==> config.mk <==
export PLATFORM = sky130hd
export DESIGN_NAME = ldpc_serial_encoder
export DESIGN_NICKNAME = d
export VERILOG_FILES = /design/src/rtl/ldpc_serial_encoder.sv
export SDC_FILE = /design/constraint.sdc
export NUM_CORES = 1
export LEC_CHECK = 0
export CAP_MARGIN = 10
export CORE_MARGIN = 2
export CORE_UTILIZATION = 60
export CTS_BUF_LIST = sky130_fd_sc_hd__clkbuf_2
export CTS_CLUSTER_DIAMETER = 100
export DETAILED_ROUTE_END_ITERATION = 7
export GPL_TIMING_DRIVEN = 1
export PLACE_DENSITY_LB_ADDON = 0.25
export REMOVE_ABC_BUFFERS = 1
export SETUP_SLACK_MARGIN = 0.3
export SYNTH_ARGS = -nofsm -noshare
export SYNTH_HDL_FRONTEND = slang
export SYNTH_SLANG_ARGS = --single-unit
==> constraint.sdc <==
create_clock -name clk -period 3.16 [get_ports clk]
set_input_delay 0.316 -clock clk [delete_from_list [all_inputs] [get_ports clk]]
set_output_delay 0.316 -clock clk [all_outputs]
set_load 0.05 [all_outputs]
==> src/rtl/ldpc_serial_encoder.sv <==
// ldpc_serial_encoder: bit-serial systematic LDPC encoder.
// The parity-check rows are loaded once after reset. Each message is then
// encoded one bit per cycle into a codeword {parity, msg}.
// Optional build macro LDPC_GMAT_READ_EN adds a generator-row read port.
module ldpc_serial_encoder #(
  parameter int K = 3,
  parameter int M = 3,
  localparam int N = K + M
) (
  input  logic         clk,
  input  logic         rst_n,
  input  logic         h_valid,
  output logic         h_ready,
  input  logic [N-1:0] h_row,
  input  logic         msg_valid,
  output logic         msg_ready,
  input  logic [K-1:0] msg,
  output logic         cw_valid,
  input  logic         cw_ready,
  output logic [N-1:0] cw,
  output logic         busy
`ifdef LDPC_GMAT_READ_EN
  ,
  input  logic                 g_rd_en,
  input  logic [$clog2(K)-1:0] g_rd_idx,
  output logic [N-1:0]         g_row,
  output logic                 g_rd_valid
`endif
);

  localparam int KW = $clog2(K);
  localparam int RW = (M > 1) ? $clog2(M) : 1;

  typedef enum logic [1:0] {LOAD, READY, CALC, OUT} state_e;

  state_e          state_q;
  logic [RW-1:0]   row_q;
  logic [KW-1:0]   bit_q;
  // Only the P part of each H row is kept; hp_q[r][K-1-k] is h_r[N-1-k].
  logic [K-1:0]    hp_q [M];
  logic [K-1:0]    msg_q;
  logic [M-1:0]    parity_q;
  logic [M-1:0]    parity_d;
  logic [N-1:0]    cw_q;
  logic            h_ready_q;
  logic            msg_ready_q;
  logic            cw_valid_q;
  logic            busy_q;
  logic            unused_h_low;

  // The identity part of each H row carries no information for encoding.
  assign unused_h_low = ^h_row[M-1:0];

  // Fold the H column selected by the current message bit into the parity.
  always_comb begin
    parity_d = parity_q;
    for (int k = 0; k < K; k++) begin
      if (bit_q == KW'(k) && msg_q[k]) begin
        for (int r = 0; r < M; r++) begin
          parity_d[r] = parity_q[r] ^ hp_q[r][K-1-k];
        end
      end
    end
  end

  // Control FSM with datapath registers and registered handshake outputs.
  always_ff @(posedge clk) begin
    if (!rst_n) begin
      state_q     <= LOAD;
      row_q       <= '0;
      bit_q       <= '0;
      for (int r = 0; r < M; r++) hp_q[r] <= '0;
      msg_q       <= '0;
      parity_q    <= '0;
      cw_q        <= '0;
      h_ready_q   <= 1'b1;
      msg_ready_q <= 1'b0;
      cw_valid_q  <= 1'b0;
      busy_q      <= 1'b1;
    end else begin
      case (state_q)
        LOAD: begin
          if (h_valid && h_ready_q) begin
            hp_q[row_q] <= h_row[N-1:M];
            if (row_q == RW'(M-1)) begin
              row_q       <= '0;
              state_q     <= READY;
              h_ready_q   <= 1'b0;
              msg_ready_q <= 1'b1;
              busy_q      <= 1'b0;
            end else begin
              row_q <= row_q + 1'b1;
            end
          end
        end
        READY: begin
          if (msg_valid && msg_ready_q) begin
            msg_q       <= msg;
            parity_q    <= '0;
            bit_q       <= '0;
            state_q     <= CALC;
            msg_ready_q <= 1'b0;
            busy_q      <= 1'b1;
          end
        end
        CALC: begin
          parity_q <= parity_d;
          if (bit_q == KW'(K-1)) begin
            bit_q      <= '0;
            state_q    <= OUT;
            cw_q       <= {parity_d, msg_q};
            cw_valid_q <= 1'b1;
          end else begin
            bit_q <= bit_q + 1'b1;
          end
        end
        OUT: begin
          if (cw_ready && cw_valid_q) begin
            state_q     <= READY;
            cw_valid_q  <= 1'b0;
            msg_ready_q <= 1'b1;
            busy_q      <= 1'b0;
          end
        end
        default: begin
          state_q <= LOAD;
        end
      endcase
    end
  end

  assign h_ready   = h_ready_q;
  assign msg_ready = msg_ready_q;
  assign cw_valid  = cw_valid_q;
  assign cw        = cw_q;
  assign busy      = busy_q;

`ifdef LDPC_GMAT_READ_EN
  logic [N-1:0] g_d;
  logic [N-1:0] g_row_q;
  logic         g_rd_valid_q;

  // Build generator row g_k; out-of-range indices leave it all zero.
  always_comb begin
    g_d = '0;
    for (int k = 0; k < K; k++) begin
      if (g_rd_idx == KW'(k)) begin
        g_d[k] = 1'b1;
        for (int r = 0; r < M; r++) begin
          g_d[K+r] = hp_q[r][K-1-k];
        end
      end
    end
  end

  // Register the generator row one cycle after a read request outside LOAD.
  always_ff @(posedge clk) begin
    if (!rst_n) begin
      g_row_q      <= '0;
      g_rd_valid_q <= 1'b0;
    end else begin
      g_rd_valid_q <= g_rd_en && (state_q != LOAD);
      if (g_rd_en && (state_q != LOAD)) begin
        g_row_q <= g_d;
      end
    end
  end

  assign g_row      = g_row_q;
  assign g_rd_valid = g_rd_valid_q;
`endif

endmodule

==> results.json <==
{
  "status": "finished, final reports clean",
  "area_growth_pct": 16.1,
  "synth_top_area_share_pct": 26.7,
  "num_rows": 19,
  "synth_seq_cells": 31,
  "dp.cells": 203,
  "critPathRequiredTime_ns": 2.84,
  "cts_tree": "yes",
  "ant_nets": 0,
  "worst-path-buf-inv": 1,
  "regToRegStartpoint": "state_q[1]",
  "clk_latency_ns": 0.38,
  "cp-startpoint": "h_ready",
  "cts_setup_buffers": 0,
  "gp_congestion": 0.749,
  "synthDistinctLibCells": 39,
  "power_density_nw_per_um2": 557,
  "routed-via-count": 1234,
  "die-area_um2": 3190,
  "total_power_mw": 1.07,
  "clk_path_buf_depth": 2,
  "pin_count": 24,
  "yosysMostFrequentCell": "dfxtp_1",
  "layout-drive-gt1-share_pct": 11.1,
  "grt_pass1_vias": 1247,
  "seq_area_frac_synth_pct": 43.1,
  "finalCritPeriodShare_pct": 63.8,
  "post-route-util_pct": 71.3,
  "syn_inst": 159,
  "rsz0062_at_grt": "false",
  "worstMarginPinSlew_ns": 0.557,
  "critPathTopFamily": "buffers and inverters",
  "hold_buffers": 0,
  "dr.first_iter.drc_count": 42,
  "viasPerCell": 5.85,
  "io_buffer_count": 20,
  "synth_edf_count": 9,
  "grt_max_degree": 34,
  "grt_usage_pct": 23.1,
  "antenna_cells": 0,
  "clkSinkCount": 31,
  "max_freq_mhz": 496,
  "skew_ns": 0.0288,
  "chipWidth_um": 56.4,
  "dp_hpwl_mm": 2.33,
  "tns_ns": 0,
  "startpoint_type": "flop",
  "relSlewSlack_pct": 62.8,
  "yosysWarnings": 0,
  "synthFlopType": "dfxtp_1",
  "numCtsBuffers": 5,
  "cp_max_fo": 6,
  "route.detailed.drc": 0,
  "initial_utilization_pct": 61.4,
  "holdCritPathClass": "flop to flop",
  "fin_nets": 198,
  "finalSetupViolCount": 0,
  "synth_area_leaders": "dfxtp_1, edfxtp_1, mux2i_1",
  "end_kind": "output pin",
  "h-tree-depth": 2,
  "wl_mm": 3.21,
  "hold_viol": 0,
  "vdd_drop_max_v": 0.000569,
  "cp_slowest_cell": "clkdlybuf4s50_1",
  "crit_type": "flop to output pin",
  "ys_async_sr_fraction_pct": 0,
  "grt_overflow": 0,
  "final_max_slew_viol_count": 0,
  "cap_violations": 0,
  "crit_chain": "clkdlybuf4s50_1",
  "critPathArrivalTime_ns": 1.70,
  "p_leak_nw": 0.732,
  "clkTransAtPathRegs_ns": 0.18,
  "first_pass_iters": 4,
  "synthTopCellsByCount": "dfxtp_1, nand2_1, and2_1",
  "final_cells": 211,
  "finalCriticalPeriod_ns": 2.02,
  "wl_per_cell_um": 15.2,
  "core-area_um2": 2690,
  "syn_avg_cell_area_um2": 10.4,
  "cts_root_buffer": "clkbuf_2",
  "die_h_um": 56.4,
  "slowest_delay_ns": 0.84,
  "synth_top_area_cell": "dfxtp_1",
  "grt_pass1_wl_mm": 5.62,
  "cts.repair.resized": 0,
  "fill_cells": 210,
  "hold_slack_ns": 0.468,
  "syn-cell-area_um2": 1650,
  "hp-start": "cw[2]",
  "antenna_found_initial": 0
}
## final timing paths
kind / end / slack [ns] / cells past startpoint
setup / recovery: h_ready / 1.14 / 1
hold / removal: cw[2] / 0.47 / 2
hold reg to reg: cw[2] / 0.47 / 2
setup reg to reg: hp_q[0][1] / 1.26 / 5
## cell type report
type	instances	area [um2]	area share, %
clock buffers	7	35.0	1.83
clock inverters	1	30.0	1.57
inverters	5	18.8	0.980
multi-input cells	115	875	45.7
flip-flops and latches	31	711	37.1
well taps	31	38.8	2.02
repair buffers	21	208	10.8
## flip-flops by register name, summed over array words and instances, names as in the netlist
signal,flops
parity_q,3
busy,1
state_q,2
cw_valid,1
msg_ready,1
msg_q,3
hp_q,9
bit_q,2
cw,6
h_ready,1
row_q,2
## power breakdown
part	switching, mW	internal (mW)
sequential	0.0393	0.453
clock	0.141	0.141
combinational	0.166	0.125
## layer usage
metal	wire (um)	GRT usage [%]
met5	0	0
met4	45	9.18
met3	141	6.45
met2	1640	41.2
met1	1380	25.7
## stage by stage
stage                     setup slack, ns  area [um2]
final                                1.14        1920
after global placement               1.25        1850
after CTS                            1.13        1920
after global routing                 1.04        1920
after floorplan                      1.49        1600
after detailed placement             1.18        1850
## cells by family (layout without fill, tap and decap cells)
logic type / Yosys count / count (layout) / share of synthesized area (%)
AND/OR/NAND/NOR: 77 / 77 / 32.4
flip-flops: 31 / 31 / 43.1
buffers and inverters: 13 / 34 / 3.94
multiplexers: 9 / 9 / 5.46
adder cells (fa/ha/maj): 5 / 5 / 3.79
AO/OA/AOI/OAI: 24 / 24 / 11.4
## placed cells by master (no fill, tap or decap), types with 2 or more instances in the layout
cell and n:
and2_1 10, dfxtp_1 22, nand3b_1 4, nand2_1 18, mux2i_1 9, nor2b_1 4
and4b_4 3, clkbuf_2 7, or3_1 4, clkdlybuf4s50_1 20, a21boi_1 4, a21oi_1 4
o211ai_1 4, ha_1 5, nor3_1 3, and4b_1 3, edfxtp_1 9, nand3_1 9
nor2_1 4, inv_1 5, nand4_1 3, nor3_4 3, o21ai_0 2, nand2b_1 3
a31o_1 3, nor4bb_4 2
No activity file was read; power rests on OpenSTA's default activity.
